## src/rtl/i2s_sample_fifo.sv

```systemverilog
// Sample FIFO between the i2s controller and a valid/ready consumer.
// Truncates each word to its sample MSBs, buffers (left,right) pairs, and counts dropped frames.
module i2s_sample_fifo #(
    parameter int bits_per_word  = 32,
    parameter int sample_width   = 24,
    parameter int fifo_depth     = 16,
    parameter int drop_cnt_width = 16
) (
    input  logic                            clock,
    input  logic                            reset,
    input  logic                            in_valid,
    input  logic [bits_per_word-1:0]        in_data_0,
    input  logic [bits_per_word-1:0]        in_data_1,
    output logic                            out_valid,
    input  logic                            out_ready,
    output logic [sample_width-1:0]         out_data_0,
    output logic [sample_width-1:0]         out_data_1,
    output logic [$clog2(fifo_depth):0]     fill_level,
    output logic                            overflow,
    input  logic                            clear_overflow,
    output logic [drop_cnt_width-1:0]       drop_count
);

    localparam int RAM_DEPTH = fifo_depth - 1;
    localparam int PTR_W     = (RAM_DEPTH > 1) ? $clog2(RAM_DEPTH) : 1;
    localparam int CNT_W     = $clog2(fifo_depth) + 1;
    localparam logic [PTR_W-1:0]          PTR_LAST = PTR_W'(RAM_DEPTH - 1);
    localparam logic [CNT_W-1:0]          RAM_FULL = CNT_W'(RAM_DEPTH);
    localparam logic [drop_cnt_width-1:0] DROP_MAX = '1;

    typedef struct packed {
        logic [sample_width-1:0] left;
        logic [sample_width-1:0] right;
    } pair_t;

    pair_t                      ram [RAM_DEPTH];
    pair_t                      in_pair;
    pair_t                      out_pair_q, out_pair_d;
    logic                       out_valid_q, out_valid_d;
    logic [PTR_W-1:0]           wr_ptr_q, wr_ptr_d;
    logic [PTR_W-1:0]           rd_ptr_q, rd_ptr_d;
    logic [CNT_W-1:0]           ram_cnt_q, ram_cnt_d;
    logic                       overflow_q, overflow_d;
    logic [drop_cnt_width-1:0]  drop_cnt_q, drop_cnt_d;
    logic                       ram_we;
    logic                       pop, full, drop, accept;

    // Discarded LSBs are intentionally unread; folding them here keeps the intent explicit.
    logic unused_lsbs;
    assign unused_lsbs = ^{in_data_0, in_data_1};

    assign in_pair = '{left:  in_data_0[bits_per_word-1 -: sample_width],
                       right: in_data_1[bits_per_word-1 -: sample_width]};

    function automatic logic [PTR_W-1:0] ptr_inc(input logic [PTR_W-1:0] p);
        return (p == PTR_LAST) ? '0 : p + 1'b1;
    endfunction

    always_comb begin
        // NOTE: every always_comb output gets a default first so no path leaves it unassigned (no latch).
        out_pair_d  = out_pair_q;
        out_valid_d = out_valid_q;
        wr_ptr_d    = wr_ptr_q;
        rd_ptr_d    = rd_ptr_q;
        ram_cnt_d   = ram_cnt_q;
        overflow_d  = overflow_q;
        drop_cnt_d  = drop_cnt_q;
        ram_we      = 1'b0;

        pop    = out_valid_q && out_ready;
        full   = out_valid_q && (ram_cnt_q == RAM_FULL);
        drop   = in_valid && full && !pop;
        accept = in_valid && !drop;

        // The RAM is only ever non-empty while the output stage holds a pair.
        if (!out_valid_q) begin
            if (accept) begin
                out_pair_d  = in_pair;
                out_valid_d = 1'b1;
            end
        end else if (pop) begin
            if (ram_cnt_q != '0) begin
                out_pair_d = ram[rd_ptr_q];
                rd_ptr_d   = ptr_inc(rd_ptr_q);
                if (accept) begin
                    ram_we   = 1'b1;
                    wr_ptr_d = ptr_inc(wr_ptr_q);
                end else begin
                    ram_cnt_d = ram_cnt_q - 1'b1;
                end
            end else if (accept) begin
                out_pair_d = in_pair;
            end else begin
                out_valid_d = 1'b0;
            end
        end else if (accept) begin
            ram_we    = 1'b1;
            wr_ptr_d  = ptr_inc(wr_ptr_q);
            ram_cnt_d = ram_cnt_q + 1'b1;
        end

        // A drop in the clearing cycle counts as the first drop after the clear.
        if (drop) begin
            overflow_d = 1'b1;
            if (clear_overflow)
                drop_cnt_d = drop_cnt_width'(1);
            else if (drop_cnt_q != DROP_MAX)
                drop_cnt_d = drop_cnt_q + 1'b1;
        end else if (clear_overflow) begin
            overflow_d = 1'b0;
            drop_cnt_d = '0;
        end
    end

    always_ff @(posedge clock) begin
        // NOTE: sequential state uses non-blocking assignments so all registers update together.
        if (reset) begin
            out_pair_q  <= '0;
            out_valid_q <= 1'b0;
            wr_ptr_q    <= '0;
            rd_ptr_q    <= '0;
            ram_cnt_q   <= '0;
            overflow_q  <= 1'b0;
            drop_cnt_q  <= '0;
        end else begin
            out_pair_q  <= out_pair_d;
            out_valid_q <= out_valid_d;
            wr_ptr_q    <= wr_ptr_d;
            rd_ptr_q    <= rd_ptr_d;
            ram_cnt_q   <= ram_cnt_d;
            overflow_q  <= overflow_d;
            drop_cnt_q  <= drop_cnt_d;
        end
    end

    // NOTE: storage array is not reset; cleared pointers and count make its contents irrelevant.
    always_ff @(posedge clock) begin
        if (ram_we)
            ram[wr_ptr_q] <= in_pair;
    end

    assign out_valid  = out_valid_q;
    assign out_data_0 = out_pair_q.left;
    assign out_data_1 = out_pair_q.right;
    assign fill_level = ram_cnt_q + CNT_W'(out_valid_q);
    assign overflow   = overflow_q;
    assign drop_count = drop_cnt_q;

endmodule
```

## config.mk

```make
export PLATFORM = sky130hd
export DESIGN_NAME = i2s_sample_fifo
export DESIGN_NICKNAME = d
export VERILOG_FILES = /design/src/rtl/i2s_sample_fifo.sv
export SDC_FILE = /design/constraint.sdc
export NUM_CORES = 1
export LEC_CHECK = 0
export CAP_MARGIN = 30
export CORE_MARGIN = 5
export CORE_UTILIZATION = 40
export DETAILED_ROUTE_END_ITERATION = 8
export PLACE_DENSITY = 0.59
export SETUP_SLACK_MARGIN = 0.05
export SLEW_MARGIN = 20
export SYNTH_ARGS = -nofsm -noshare
export SYNTH_HDL_FRONTEND = slang
export SYNTH_SLANG_ARGS = --single-unit
```

## constraint.sdc

```tcl
create_clock -name clock -period 9.7 [get_ports clock]
set_clock_uncertainty 0.1 [all_clocks]
set_input_delay 1.94 -clock clock [delete_from_list [all_inputs] [get_ports clock]]
set_output_delay 1.94 -clock clock [all_outputs]
set_load 0.02 [all_outputs]
```

==> out/results.txt <==
Arr. time, crit path - 5.30 ns
Initial antenna violation count - 2
Final WS setup - 4.55 ns
Max Root-Sink Buffers - 3
Die area - 0.0841 mm²
Slowest library cell on the worst path - or4b_2
Die width - 290 µm
Die Ht - 290 µm
Iter 0 DRT Violations - 1410
Routability Congestion - 0.755
PortBufs - 123
Yosys top cell area share - 0.690
Worst IR Drop VDD - 0.121 mV
Slowest cell delay on critical path - 0.76 ns
CTS H-tree depth - 3
CP top delay family - simple AND/OR/NAND/NOR gates
Clk sinks - 803
Slew Limit Fails - 0
Yosys top cell by area - edfxtp_1
Highest-count cells in the layout ignoring fill and taps - 720 x edfxtp_1, 165 x mux4_2, 121 x clkdlybuf4s50_1, 90 x nand2_1
Synth top area cells - edfxtp_1 69%, mux4_2 12%, dfxtp_1 5.3%
Final setup vio count - 0
Post-CTS Hold Buffers - 0
CTS Root Cell - clkbuf_16
Via count - 16200
Pwr dens - 197 mW/mm²
Crit path max fanout - 33
Sequential share of the synthesized area - 0.743
Post-synthesis instance area - 0.0314 mm²
Buf/Inv on CP - 2
Crit end category - flip-flop
Core area - 0.0776 mm²
Vias in the first global route - 16600
Distinct cells, synth - 56
Tcrit/Tclk final - 0.530
Worst relative slew slack - 0.407
Outcome - finished clean
Warnings from Yosys - 0
Worst min path class - flip-flop to flip-flop
Dpl hpwl - 38.2 mm
Register bit total from synthesis - 803
Clock latency on the worst-skew pair - 0.64 ns
Post-CTS Resized - 0
Area Growth Syn to Fin - 17.0%
Post-CTS setup buffers - 0
Detailed-route wire length per cell - 24.3 µm
WS Path Type - input pin to flip-flop
DP Worst Slack - 3.91 ns
Worst-Margin Slew - 0.890 ns
Min Tclk post-route - 5.15 ns
Post-Synthesis Cells - 1682
Post-synth EDFFs - 720
Wire length of the first global-routing pass - 108 mm
Ordered cell list for the critical path - clkdlybuf4s50_1 -> nand2b_4 -> nor3_1 -> or4b_2 -> nor2_4 -> buf_4
Antenna-violating nets left - 0
I/O pin count - 140
Max Cap Viol - 0
# DRC - 0
RSZ-0062 raised after global routing - no
GRT overflow - 0
Initial core utilization - 0.404
Total track usage - 0.167
Hold slack - 0.378 ns
Drt pass-1 iters - 5
Worst-path clk slew - 0.06 ns
Finished Core Util - 0.473
Area of the multi-input gates - 0.00762 mm²
Fillers - 6554
Post-Route WL - 71.6 mm
Cts bufs inserted - 82
Pin count of the biggest net entering global routing - 65
Fraction of registers with async set/reset - 0
CP Data Required Time - 9.86 ns
Non-filler cells, final - 2945
Placed insts - 2790
Leakage - 0.0113 µW
Row count - 102
Max Freq - 0.194 GHz
FF/Latch Area - 0.0233 mm²
Share of post-route cells with drive strength above 1 - 0.191
Avg Inst Size Synth - 18.6 µm²
Most common cell after layout, fill and taps aside - edfxtp_1
Crit path launch type - input pin
Post-synth top flop - edfxtp_1
Syn nets - 1758
Final Net Count - 1911
Post-route setup TNS - 0 ns
Fin. Hold Viols - 0
DR vias/cell - 5.50
CTS tree - built
-- cells in the mapped netlist, types with 11 or more instances --
cell type  instances
buf_2             25
dfxtp_1           83
nor3_1            13
or4_1             11
inv_1             38
nand2_1           90
mux4_2           165
nor2_1            65
o211a_1           26
clkbuf_1          64
o211ai_1          29
a21oi_1           25
nor2b_1           25
edfxtp_1         720
nor4_1            29
a221oi_1          26
o21ai_0           60
a211oi_1          24
mux2i_1           82
-- where the power goes --
part	switching, µW	total, µW	internal [µW]
Clock	1320	3100	1780
Combinational	175	311	136
Sequential	30.1	3820	3790
-- logic make-up after synthesis --
kind of cell | Yosys count | synth area share
flops | 803 | 0.743
simple gates | 265 | 0.0412
mux | 248 | 0.145
compound gates | 214 | 0.0480
buf+inv | 138 | 0.0182
xor+xnor | 7 | 0.00196
fa+ha+maj | 7 | 0.00303
-- area by class of cell --
type / count / share of cell area
Tap cell: 1040 / 0.0355
Inverter: 39 / 0.00399
Clock buffer: 114 / 0.0617
Multi-Input combinational cell: 741 / 0.208
Sequential cell: 803 / 0.635
Clock inverter: 39 / 0.0108
Antenna cell: 1 / 0.0000682
Timing Repair Buffer: 168 / 0.0453
-- registers in the layout (all words and copies together), names as in the netlist, named ones only --
signal      flops
ram           720
out_data_0     24
overflow        1
out_valid       1
rd_ptr_q        4
out_data_1     24
wr_ptr_q        4
drop_count     16
ram_cnt_q       5
-- metal layers --
layer  vias up  GRT usage  share of wire
met4         2     0.0453          0.017
met5         -          0        0.00018
met2       437      0.277           0.50
met3        79     0.0302          0.057
met1      8522      0.231           0.43
li1       7143          -              -
-- worst register-to-register path: stages (launching register included) --
cell and delay [ns]:
dfxtp_4 0.93, buf_4 0.84, buf_4 0.50, buf_16 0.29
mux4_2 0.57, mux2i_1 0.18, a221oi_1 0.10, o211a_1 0.14
-- worst paths after layout --
check | startpoint | to | slack [ns] | depth (start not counted)
hold / removal | overflow$_SDFFE_PP0P_ | overflow$_SDFFE_PP0P_ | 0.38 | 2
setup reg to reg | flip-flop | out_data_1[12]$_SDFFE_PP0P_ | 5.91 | 7
hold reg to reg | overflow$_SDFFE_PP0P_ | overflow$_SDFFE_PP0P_ | 0.38 | 2
setup / recovery | out_ready | ram[7][12]$_DFFE_PP_ | 4.55 | 6
-- stage by stage --
step / power, µW / instance area (µm²)
after floorplan: 4050 / 31400
after global placement: 4200 / 33900
after detailed placement: 4210 / 34000
after CTS: 7310 / 36700
after global routing: 7490 / 36700
final: 7240 / 36700
Power figures use the tool's default switching activity.
